`src/rtl/dmem_arbiter_if.sv`:
```
// Request/response handshake for the two data-memory requesters plus the
// memory-side strobes. The arbiter uses the slave view; the requesters use master.
interface dmem_arbiter_if #(
  parameter int ADDR_W = 32
);
  logic              req0_valid;
  logic              req0_ready;
  logic              req0_write;
  logic [ADDR_W-1:0] req0_addr;
  logic [31:0]       req0_wdata;
  logic [2:0]        req0_funct3;
  logic              rsp0_valid;
  logic [31:0]       rsp0_rdata;
  logic              rsp0_err;

  logic              req1_valid;
  logic              req1_ready;
  logic              req1_write;
  logic [ADDR_W-1:0] req1_addr;
  logic [31:0]       req1_wdata;
  logic [2:0]        req1_funct3;
  logic              rsp1_valid;
  logic [31:0]       rsp1_rdata;
  logic              rsp1_err;

  logic              mem_MemWrite;
  logic              mem_MemRead;
  logic [31:0]       mem_address;
  logic [31:0]       mem_write_data;
  logic [2:0]        mem_funct3;
  logic [31:0]       mem_read_data;

  modport slave (
    input  req0_valid, req0_write, req0_addr, req0_wdata, req0_funct3,
    output req0_ready, rsp0_valid, rsp0_rdata, rsp0_err,
    input  req1_valid, req1_write, req1_addr, req1_wdata, req1_funct3,
    output req1_ready, rsp1_valid, rsp1_rdata, rsp1_err,
    output mem_MemWrite, mem_MemRead, mem_address, mem_write_data, mem_funct3,
    input  mem_read_data
  );

  modport master (
    output req0_valid, req0_write, req0_addr, req0_wdata, req0_funct3,
    input  req0_ready, rsp0_valid, rsp0_rdata, rsp0_err,
    output req1_valid, req1_write, req1_addr, req1_wdata, req1_funct3,
    input  req1_ready, rsp1_valid, rsp1_rdata, rsp1_err,
    input  mem_MemWrite, mem_MemRead, mem_address, mem_write_data, mem_funct3,
    output mem_read_data
  );
endinterface

```
`src/rtl/dmem_arbiter.sv`:
```
// Round-robin arbiter sharing one single-port data memory between the LSU (port 0)
// and the debug/DMA loader (port 1); each access takes IDLE -> ACCESS -> RESP.
module dmem_arbiter #(
  parameter int MEM_BYTES = 4096,
  parameter int ADDR_W    = 32
) (
  input  logic          clk,
  input  logic          rst,
  dmem_arbiter_if.slave bus
);
  typedef enum logic [1:0] {IDLE, ACCESS, RESP} state_t;

  localparam logic [ADDR_W:0] MEM_LIMIT = (ADDR_W+1)'(MEM_BYTES);

  state_t            state_reg, state_next;
  logic              last_grant_reg;
  logic              grant;
  logic              accept;
  logic              idle_live;

  logic              sel_write;
  logic [ADDR_W-1:0] sel_addr;
  logic [31:0]       sel_wdata;
  logic [2:0]        sel_funct3;
  logic [2:0]        sel_size;
  logic [ADDR_W:0]   sel_end;
  logic              f3_ok, misaligned, out_of_range, sel_err;

  logic              write_reg;
  logic [ADDR_W-1:0] addr_reg;
  logic [31:0]       wdata_reg;
  logic [2:0]        funct3_reg;
  logic              port_reg;
  logic              err_reg;
  logic [31:0]       rdata_reg;

  logic              access_live, resp_live;

  // Contention goes to whichever port did not win last time.
  always_comb begin
    if (bus.req0_valid && bus.req1_valid) grant = ~last_grant_reg;
    else                                  grant = bus.req1_valid;
  end

  assign idle_live      = (state_reg == IDLE) && !rst;
  assign bus.req0_ready = idle_live && bus.req0_valid && !grant;
  assign bus.req1_ready = idle_live && bus.req1_valid && grant;
  assign accept         = bus.req0_ready || bus.req1_ready;

  assign sel_write  = grant ? bus.req1_write  : bus.req0_write;
  assign sel_addr   = grant ? bus.req1_addr   : bus.req0_addr;
  assign sel_wdata  = grant ? bus.req1_wdata  : bus.req0_wdata;
  assign sel_funct3 = grant ? bus.req1_funct3 : bus.req0_funct3;

  always_comb begin
    f3_ok = 1'b0;
    case (sel_funct3)
      3'b000, 3'b001, 3'b010: f3_ok = 1'b1;
      3'b100, 3'b101:         f3_ok = !sel_write;
      default:                f3_ok = 1'b0;
    endcase
    case (sel_funct3[1:0])
      2'b00:   sel_size = 3'd1;
      2'b01:   sel_size = 3'd2;
      default: sel_size = 3'd4;
    endcase
    misaligned = ((sel_funct3[1:0] == 2'b01) && sel_addr[0]) ||
                 ((sel_funct3[1:0] == 2'b10) && (sel_addr[1:0] != 2'b00));
    // One extra bit keeps addresses near the top of the space from wrapping.
    sel_end      = {1'b0, sel_addr} + (ADDR_W+1)'(sel_size);
    out_of_range = sel_end > MEM_LIMIT;
    sel_err      = !f3_ok || misaligned || out_of_range;
  end

  always_comb begin
    state_next = state_reg;
    case (state_reg)
      IDLE:    if (accept) state_next = ACCESS;
      ACCESS:  state_next = RESP;
      RESP:    state_next = IDLE;
      default: state_next = IDLE;
    endcase
  end

  always_ff @(posedge clk) begin
    if (rst) begin
      state_reg      <= IDLE;
      last_grant_reg <= 1'b1;
      write_reg      <= 1'b0;
      addr_reg       <= '0;
      wdata_reg      <= '0;
      funct3_reg     <= '0;
      port_reg       <= 1'b0;
      err_reg        <= 1'b0;
      rdata_reg      <= '0;
    end else begin
      state_reg <= state_next;
      if (accept) begin
        last_grant_reg <= grant;
        port_reg       <= grant;
        write_reg      <= sel_write;
        addr_reg       <= sel_addr;
        wdata_reg      <= sel_wdata;
        funct3_reg     <= sel_funct3;
        err_reg        <= sel_err;
      end
      if (state_reg == ACCESS)
        rdata_reg <= (!write_reg && !err_reg) ? bus.mem_read_data : 32'd0;
    end
  end

  // Strobes are gated by rst so a store caught by reset never commits.
  assign access_live        = (state_reg == ACCESS) && !rst && !err_reg;
  assign bus.mem_MemRead    = access_live && !write_reg;
  assign bus.mem_MemWrite   = access_live && write_reg;
  assign bus.mem_address    = 32'(addr_reg);
  assign bus.mem_write_data = wdata_reg;
  assign bus.mem_funct3     = funct3_reg;

  assign resp_live      = (state_reg == RESP) && !rst;
  assign bus.rsp0_valid = resp_live && !port_reg;
  assign bus.rsp1_valid = resp_live && port_reg;
  assign bus.rsp0_rdata = bus.rsp0_valid ? rdata_reg : 32'd0;
  assign bus.rsp1_rdata = bus.rsp1_valid ? rdata_reg : 32'd0;
  assign bus.rsp0_err   = bus.rsp0_valid && err_reg;
  assign bus.rsp1_err   = bus.rsp1_valid && err_reg;
endmodule

```
`src/flat_wrapper.sv`:
```
// flat-port wrapper written by rule: the top's interface ports become plain ports
module dmem_arbiter_flat 
#(
  parameter int MEM_BYTES = 4096,
  parameter int ADDR_W    = 32
)
  (clk, rst, bus_req0_valid, bus_req0_write, bus_req0_addr, bus_req0_wdata, bus_req0_funct3, bus_req0_ready, bus_rsp0_valid, bus_rsp0_rdata, bus_rsp0_err, bus_req1_valid, bus_req1_write, bus_req1_addr, bus_req1_wdata, bus_req1_funct3, bus_req1_ready, bus_rsp1_valid, bus_rsp1_rdata, bus_rsp1_err, bus_mem_MemWrite, bus_mem_MemRead, bus_mem_address, bus_mem_write_data, bus_mem_funct3, bus_mem_read_data);
  dmem_arbiter_if #(.ADDR_W(ADDR_W)) bus_i ();
  input  logic clk;
  input  logic rst;
  input wire logic [$bits(bus_i.req0_valid)-1:0] bus_req0_valid;
  input wire logic [$bits(bus_i.req0_write)-1:0] bus_req0_write;
  input wire logic [$bits(bus_i.req0_addr)-1:0] bus_req0_addr;
  input wire logic [$bits(bus_i.req0_wdata)-1:0] bus_req0_wdata;
  input wire logic [$bits(bus_i.req0_funct3)-1:0] bus_req0_funct3;
  output wire logic [$bits(bus_i.req0_ready)-1:0] bus_req0_ready;
  output wire logic [$bits(bus_i.rsp0_valid)-1:0] bus_rsp0_valid;
  output wire logic [$bits(bus_i.rsp0_rdata)-1:0] bus_rsp0_rdata;
  output wire logic [$bits(bus_i.rsp0_err)-1:0] bus_rsp0_err;
  input wire logic [$bits(bus_i.req1_valid)-1:0] bus_req1_valid;
  input wire logic [$bits(bus_i.req1_write)-1:0] bus_req1_write;
  input wire logic [$bits(bus_i.req1_addr)-1:0] bus_req1_addr;
  input wire logic [$bits(bus_i.req1_wdata)-1:0] bus_req1_wdata;
  input wire logic [$bits(bus_i.req1_funct3)-1:0] bus_req1_funct3;
  output wire logic [$bits(bus_i.req1_ready)-1:0] bus_req1_ready;
  output wire logic [$bits(bus_i.rsp1_valid)-1:0] bus_rsp1_valid;
  output wire logic [$bits(bus_i.rsp1_rdata)-1:0] bus_rsp1_rdata;
  output wire logic [$bits(bus_i.rsp1_err)-1:0] bus_rsp1_err;
  output wire logic [$bits(bus_i.mem_MemWrite)-1:0] bus_mem_MemWrite;
  output wire logic [$bits(bus_i.mem_MemRead)-1:0] bus_mem_MemRead;
  output wire logic [$bits(bus_i.mem_address)-1:0] bus_mem_address;
  output wire logic [$bits(bus_i.mem_write_data)-1:0] bus_mem_write_data;
  output wire logic [$bits(bus_i.mem_funct3)-1:0] bus_mem_funct3;
  input wire logic [$bits(bus_i.mem_read_data)-1:0] bus_mem_read_data;
  assign bus_i.req0_valid = bus_req0_valid;
  assign bus_i.req0_write = bus_req0_write;
  assign bus_i.req0_addr = bus_req0_addr;
  assign bus_i.req0_wdata = bus_req0_wdata;
  assign bus_i.req0_funct3 = bus_req0_funct3;
  assign bus_req0_ready = bus_i.req0_ready;
  assign bus_rsp0_valid = bus_i.rsp0_valid;
  assign bus_rsp0_rdata = bus_i.rsp0_rdata;
  assign bus_rsp0_err = bus_i.rsp0_err;
  assign bus_i.req1_valid = bus_req1_valid;
  assign bus_i.req1_write = bus_req1_write;
  assign bus_i.req1_addr = bus_req1_addr;
  assign bus_i.req1_wdata = bus_req1_wdata;
  assign bus_i.req1_funct3 = bus_req1_funct3;
  assign bus_req1_ready = bus_i.req1_ready;
  assign bus_rsp1_valid = bus_i.rsp1_valid;
  assign bus_rsp1_rdata = bus_i.rsp1_rdata;
  assign bus_rsp1_err = bus_i.rsp1_err;
  assign bus_mem_MemWrite = bus_i.mem_MemWrite;
  assign bus_mem_MemRead = bus_i.mem_MemRead;
  assign bus_mem_address = bus_i.mem_address;
  assign bus_mem_write_data = bus_i.mem_write_data;
  assign bus_mem_funct3 = bus_i.mem_funct3;
  assign bus_i.mem_read_data = bus_mem_read_data;
  dmem_arbiter #(.MEM_BYTES(MEM_BYTES), .ADDR_W(ADDR_W)) u_core (.clk(clk), .rst(rst), .bus(bus_i));
endmodule
```
`config.mk`:
```
export PLATFORM = sky130hd
export DESIGN_NAME = dmem_arbiter_flat
export DESIGN_NICKNAME = d
export VERILOG_FILES = /design/src/rtl/dmem_arbiter_if.sv /design/src/rtl/dmem_arbiter.sv /design/src/flat_wrapper.sv
export SDC_FILE = /design/constraint.sdc
export NUM_CORES = 1
export LEC_CHECK = 0
export CAP_MARGIN = 20
export CORE_ASPECT_RATIO = 1.1
export CORE_MARGIN = 3
export CORE_UTILIZATION = 41
export CTS_CLUSTER_DIAMETER = 30
export DETAILED_ROUTE_END_ITERATION = 10
export MAX_ROUTING_LAYER = met4
export PLACE_DENSITY = 0.92
export REMOVE_ABC_BUFFERS = 1
export SYNTH_ARGS = -nofsm -noshare
export SYNTH_HDL_FRONTEND = slang
export SYNTH_SLANG_ARGS = --single-unit
```
`constraint.sdc`:
```
create_clock -name clk -period 6.3 [get_ports clk]
set_input_delay 1.26 -clock clk [delete_from_list [all_inputs] [get_ports clk]]
set_output_delay 1.26 -clock clk [all_outputs]
set_load 0.05 [all_outputs]
```
# After elaboration in Yosys (flattened, before gate mapping)
# Index checks and enable logic that the tools add are counted.
# word_totals
word_cells,68
inputBits,172
out_inout_bits,139
register_bits,105
# classes
reduce_logical,35
addsub,1
order_cmp,1
bitwise_logic,1
eq_ne,9
n_mux,12
# op_table
operator,n
2-to-1 mux 32 bit,5
adder 32 x 3 -> 33 bit,1
"> comparator 33 x 13 -> 1 bit, second input constant",1
logical AND 1 bit,18
logical NOT 1 bit,7
"equality test 3 bit, second input constant",2
case mux 3 bit (2 select lines),1
"equality test 2 x 1 -> 1 bit, second input constant",2
"equality test 2 bit, second input constant",2
logical NOT 2 bit,2
logical OR 1 bit,4
case mux 2 bit (2 select lines),1
"equality test 3 x 1 -> 1 bit, second input constant",1
"equality test 3 x 2 -> 1 bit, second input constant",1
logical NOT 3 bit,1
2-to-1 mux 3 bit,1
OR reduction 3 bit,1
2-to-1 mux 1 bit,2
2-to-1 mux 2 bit,1
"inequality test 2 x 1 -> 1 bit, second input constant",1
case mux 1 bit (2 select lines),1
nonzero test 2 bit,1
OR reduction 2 bit,1
inverter 1 bit,1

# Longest topological paths before layout
# depth
ltp_word,9
mapped_depth,18
depth_no_buf,12

# Worst setup path before layout
# OpenSTA, ideal clock, no wires.
# synth_timing
path_kind,input -> output
startpoint,input port bus_req1_valid
endpoint,output port bus_req1_ready
stages,8
path_buffers,6
arrival_time_ps,4014
t_required_ps,5040
setup_slack_ps,1026
path_cell_list,a21bo_1 > buf_6 > buf_2 > buf_2 > buf_2 > buf_1 > clkbuf_1 > nor4_1
# synth_between
elab_chain_len,3
elab_cells_between_ends,4
cone_classes,1 x mux; 3 x reduce/logical
# synth_lines
item,line,source
from (decl),flat_wrapper.sv:20,input wire logic [$bits(bus_i.req1_valid)-1:0] bus_req1_valid;
logical AND 1 bit,dmem_arbiter.sv:41,if (bus.req0_valid && bus.req1_valid) grant = ~last_grant_reg;
2-to-1 mux 1 bit,dmem_arbiter.sv:41,
logical AND 1 bit (*),dmem_arbiter.sv:47,assign bus.req1_ready = idle_live && bus.req1_valid && grant;
to (decl),flat_wrapper.sv:25,output wire logic [$bits(bus_i.req1_ready)-1:0] bus_req1_ready;
# Every way passes the cells marked *; elsewhere a longest branch is shown, timed or not.

# Worst setup path after layout
# layout_timing
startpoint,input port bus_req0_valid
endpoint,register u_core.err_reg
# layout_between
elab_chain_len,9
elab_cells_between_ends,32
cone_classes,1 x add/sub; 1 x order compare; 6 x eq/ne; 6 x mux; 18 x reduce/logical
# layout_lines
item,line,source
from (decl),flat_wrapper.sv:11,input wire logic [$bits(bus_i.req0_valid)-1:0] bus_req0_valid;
branches (longest 9 deep; another with adder 32 x 3 -> 33 bit),--,
to (signal assigned),dmem_arbiter.sv:105,err_reg <= sel_err;
to (decl),dmem_arbiter.sv:34,logic err_reg;
# Parallel ways; which one is timed is not known.
# A chain may end at the register's enable or synchronous reset.

==> flow_summary_export.csv <==
group,metric,value,unit
status,status,"finished, final reports clean",
global_route,grt_use_met2,0.460,
layout,layout_commonest_cell,"clkdlybuf4s50_1",
cts,cts_resized,0,
sta,whs,496,ps
route,wirelength,22600,um
yosys,syn_inst,770,
yosys,synth-async-reset-ratio,0,
route,routedWlPerCell,18.4,um
min_path,min_delay_path_depth,2,
worst_setup_path,setup.worst_path.class,"in2reg",
global_route,antenna_found_initial,1,
cts,path_clk_slew,70,ps
cts,post_cts_buffers,0,
sta,skew,9.85,ps
place,place.gp.congestion,0.894,
global_route,overflow,0,
place,dp_cells,1215,
worst_setup_path,arrival,5180,ps
layout,syn2layout_area_growth,57.7,%
cts,numCtsBuffers,9,
cts,htreeDepth,3,
flow_run,drv_cap,0,
sta,rsz0062_at_grt,"false",
worst_setup_path,crit_fanout,42,
cts,cts_sinks,105,
sta,maxClockFrequency,202,MHz
layout,postLayoutCoreUtil,0.674,
yosys,syn_avg_cell_area,7.84,um^2
die,die_y,133,um
yosys,synth-edff-count,0,
cts,cts_tree,"built",
place,place_ws,992,ps
global_route,met3_usage,0.0798,
cts,ctsHoldBuffers,0,
cts,cts.path.max_buffers,2,
worst_setup_path,critPathRequiredTime,6540,ps
worst_setup_path,rr_worst_depth,12,
worst_setup_path,start_kind,"input port",
yosys,synth_top_area_cell,"dfxtp_1",
sta,setup_viol_count_final,0,
sta,drv_slew,0,
layout,drive_gt1_frac,0.0412,
die,die-area,16200,um^2
yosys,synth_area,6040,um^2
place,portBuffers,310,
worst_setup_path,endpoint_kind,"flip-flop",
route,route.detailed.drc,0,
global_route,grt_use_total,0.271,
yosys,synth_top_cells_by_area,"dfxtp_1 (35%), nor2_1 (7.5%), and2_1 (6.9%)",
route,ant_nets,0,
cts,cts_root_buf,"clkbuf_16",
pwr,vdd_drop_max,123,uV
yosys,yosys_warnings,0,
layout,mostFrequentLayoutCells,"clkdlybuf4s50_1 (309), nor2_1 (120), nand2_1 (110), dfxtp_1 (105), and2_1 (67)",
yosys,seq_area_frac_synth,0.348,
place,dp_hpwl,17300,um
sta,fin_crit_sh,0.784,
sta,maxSlewHeadroom,0.361,
cts,clk_latency,350,ps
global_route,grt_max_degree,99,
die,die_width,122,um
route,vias,6861,
sta,worst_pin_slew,959,ps
die,initial_utilization,0.427,
yosys,yosysTopAreaCellShare,0.348,
global_route,gr-max-usage-layer,"met2",
route,drt_pass1_iterations,4,
global_route,grt_pass1_vias,6477,
layout,final_cells,1232,
global_route,use_met1,0.297,
sta,hold_violations,0,
die,io_pins,311,
yosys,synth.distinct_cells,56,
die,rows,45,
yosys,ys_ff_latch,105,
pwr,power_density,207,nW/um^2
sta,fin_crit,4940,ps
min_path,min_path_type,"reg2reg",
sta,fin_ws,1360,ps
layout,fin_nets,1213,
route,drtIter0Drc,544,
pwr,power.total,1.97,mW
die,fp.coreArea,14100,um^2
pwr,leakage,3.48,nW
global_route,grt_pass1_wl,34300,um
yosys,synth_top_flop_cell,"dfxtp_1",
route,vias_per_cell,5.57,
final cells by class:
class | instances | area [um^2]
fillers | 1121 | 4610
multi-input cells | 598 | 3700
repair buffers | 320 | 3180
flip-flops and latches | 105 | 2100
well taps | 188 | 235
clock buffers | 10 | 229
clock inverters | 6 | 65.1
inverters | 4 | 15.0
diodes | 1 | 2.50
metrics by stage:
step	TNS (ps)	instance area (um^2)
4_1_cts	0	9520
3_5_place_dp	0	9220
3_3_place_gp	0	9220
2_1_floorplan	-4700	5770
5_1_grt	0	9520
6_report	0	9520
critical path: stages:
cell	delay, ps
clkdlybuf4s50_1	590
a21bo_4	540
mux2i_1	360
and2_1	200
ha_1	180
ha_1	200
nor2_1	60
a221o_1	450
or4_1	590
o22ai_1	140
o2111ai_1	130
nor4_1	350
a21oi_1	110
synth_stat cells (7+ instances only):
library cell	number
nor2_1	121
nand2_1	110
dfxtp_1	105
and2_1	67
clkbuf_1	45
a311oi_1	43
mux2i_1	35
a22oi_1	34
nor3_1	25
a211oi_1	22
nand3_1	15
nand4_1	13
nor4_1	12
xor2_1	11
buf_1	8
xnor2_1	7
where the power goes:
| group | switching [mW] | internal (mW) | total, mW |
|---|---|---|---|
| Sequential | 0.0354 | 0.719 | 0.754 |
| Clock | 0.269 | 0.311 | 0.580 |
| Combinational | 0.375 | 0.261 | 0.636 |
| Total | 0.679 | 1.29 | 1.97 |
final timing paths:
check                                                    from                            end  slack, ps
worst min-delay path            u_core.bus.mem_write_data[19]  u_core.bus.mem_write_data[19]        500
worst min register to register  u_core.bus.mem_write_data[19]  u_core.bus.mem_write_data[19]        500
worst max-delay path                           bus_req0_valid                 u_core.err_reg       1360
worst max register to register          u_core.last_grant_reg                 u_core.err_reg       2420
kinds of logic (layout without fill, tap and decap cells):
group	Yosys count	in the layout	synth area share
AOI/OAI and AO/OA	142	142	0.186
xor gates and xnor gates	18	18	0.0261
adders and majority gates	3	3	0.00622
buffers and inverters	67	340	0.0477
DFF	105	105	0.348
muxes	42	42	0.0717
other	0	1	0
and+or+nand+nor	393	393	0.314
layer usage:
metal / wire length, um / part of all wire
met2: 11300 / 0.50
met1: 8500 / 0.38
met4: 837 / 0.037
met3: 2010 / 0.089
met5: 0 / 0
Note: power is estimated with default switching activity, not from simulation.
==> patch, RTL diff (config.mk and constraints unchanged) <==
Reset style: asynchronous (`rst`), changed in one clocked block.
--- a/src/rtl/dmem_arbiter.sv
+++ b/src/rtl/dmem_arbiter.sv
@@ -82,7 +82,7 @@
     endcase
   end
 
-  always_ff @(posedge clk) begin
+  always_ff @(posedge clk or posedge rst) begin
     if (rst) begin
       state_reg      <= IDLE;
       last_grant_reg <= 1'b1;
Function: differs if rst is asserted again (counterexample within 4 cycles, from zero or initial values and one cycle with rst high); with rst held inactive, the same outputs for 10 cycles.
==> patch against the original RTL <==
  * Wire length increased by 0.85%
  * Area after synthesis up 2.4%
  * Utilization decreased by 0.51 points
  * Hold slack improved by 0.015 ns
  * Clock power decreased by 3.6%
  * Worst setup slack lost 0.27 ns
  * Total power grew 35%
  * Non-clock buffer count stayed put
  * Via count fell by 2.4%
  * Sequential cell count unchanged
  * Final area increased by 2.7%
==> patch: results (changes against the original RTL) <==
Layout Cells excl Fill: 1,197 (was 1,232)
DR vias: 6,699 (was 6,861)
Clock buf/inv share: 2.970% (was 3.088%)
Footprint of the multi-input gates: 0.003400 mm² (was 0.003696 mm²)
Worst r2r dst: u_core.err_reg$_DFFE_PP0P_ (was u_core.err_reg$_SDFFE_PP0P_)
Comb_multi_in: 559 (was 598)
Sequential cell area: 0.002629 mm² (was 0.002102 mm²)
Sequential area share after synthesis: 42.50% (was 34.81%)
Min-delay src: u_core.bus.mem_address[20]$_DFFE_PP0P_ (was u_core.bus.mem_write_data[19]$_SDFFE_PP0P_)
Status: completed (unchanged)
Reg2Reg Launch Point: u_core.last_grant_reg$_DFFE_PP1P_ (was u_core.last_grant_reg$_SDFFE_PP1P_)
Netlist cell types: 62 (was 56)
Routing usage on met3: 6.284% (was 7.983%)
Global-route wire length before repair: 35,020 µm (was 34,300 µm)
M1 GR Usage: 32.41% (was 29.68%)
Setup WS post-layout: 1.088 ns (was 1.361 ns)
Hold Path Stages: 1 (was 2)
Worst EP arrival: 3.95 ns (was 5.18 ns)
Synth async-reset ratio: 100.0% (was 0%)
Mean routed wirelength per cell: 19.06 µm (was 18.36 µm)
Leak: 3.941 nW (was 3.482 nW)
Switch Pwr: 1.119 mW (was 0.6793 mW)
Worst Hold End: u_core.bus.mem_address[20]$_DFFE_PP0P_ (was u_core.bus.mem_write_data[19]$_SDFFE_PP0P_)
Rows: 46 (was 45)
Critical path's top delay family: buffers and inverters (was compound AO/OA/AOI/OAI gates)
patch: cell types whose count changed after synthesis, sizes merged, moves of 10 or more:
| cell | unedited run | this run |
|---|---|---|
| dfxtp | 105 | 0 |
| clkbuf | 45 | 32 |
| dfrtp | 0 | 104 |
| nor3 | 25 | 15 |
| mux2i | 35 | 24 |
| a31oi | 4 | 50 |
| nor4 | 14 | 4 |
| a22oi | 34 | 2 |
| a21oi | 5 | 33 |
| a311oi | 43 | 1 |
| a211oi | 22 | 0 |
| nor2 | 121 | 80 |
| a22o | 0 | 32 |
patch: logic make-up (layout without fill, tap and decap cells):
group | after synthesis | after routing | share of synthesized area [%]
compound gates | 160 | 160 | 17.90
buf+inv | 53 | 341 | 3.317
xor+xnor | 21 | 21 | 2.973
simple gates | 341 | 341 | 27.02
mux | 33 | 33 | 5.522
flops | 105 | 105 | 42.50
fa+ha+maj | 4 | 4 | 0.7687
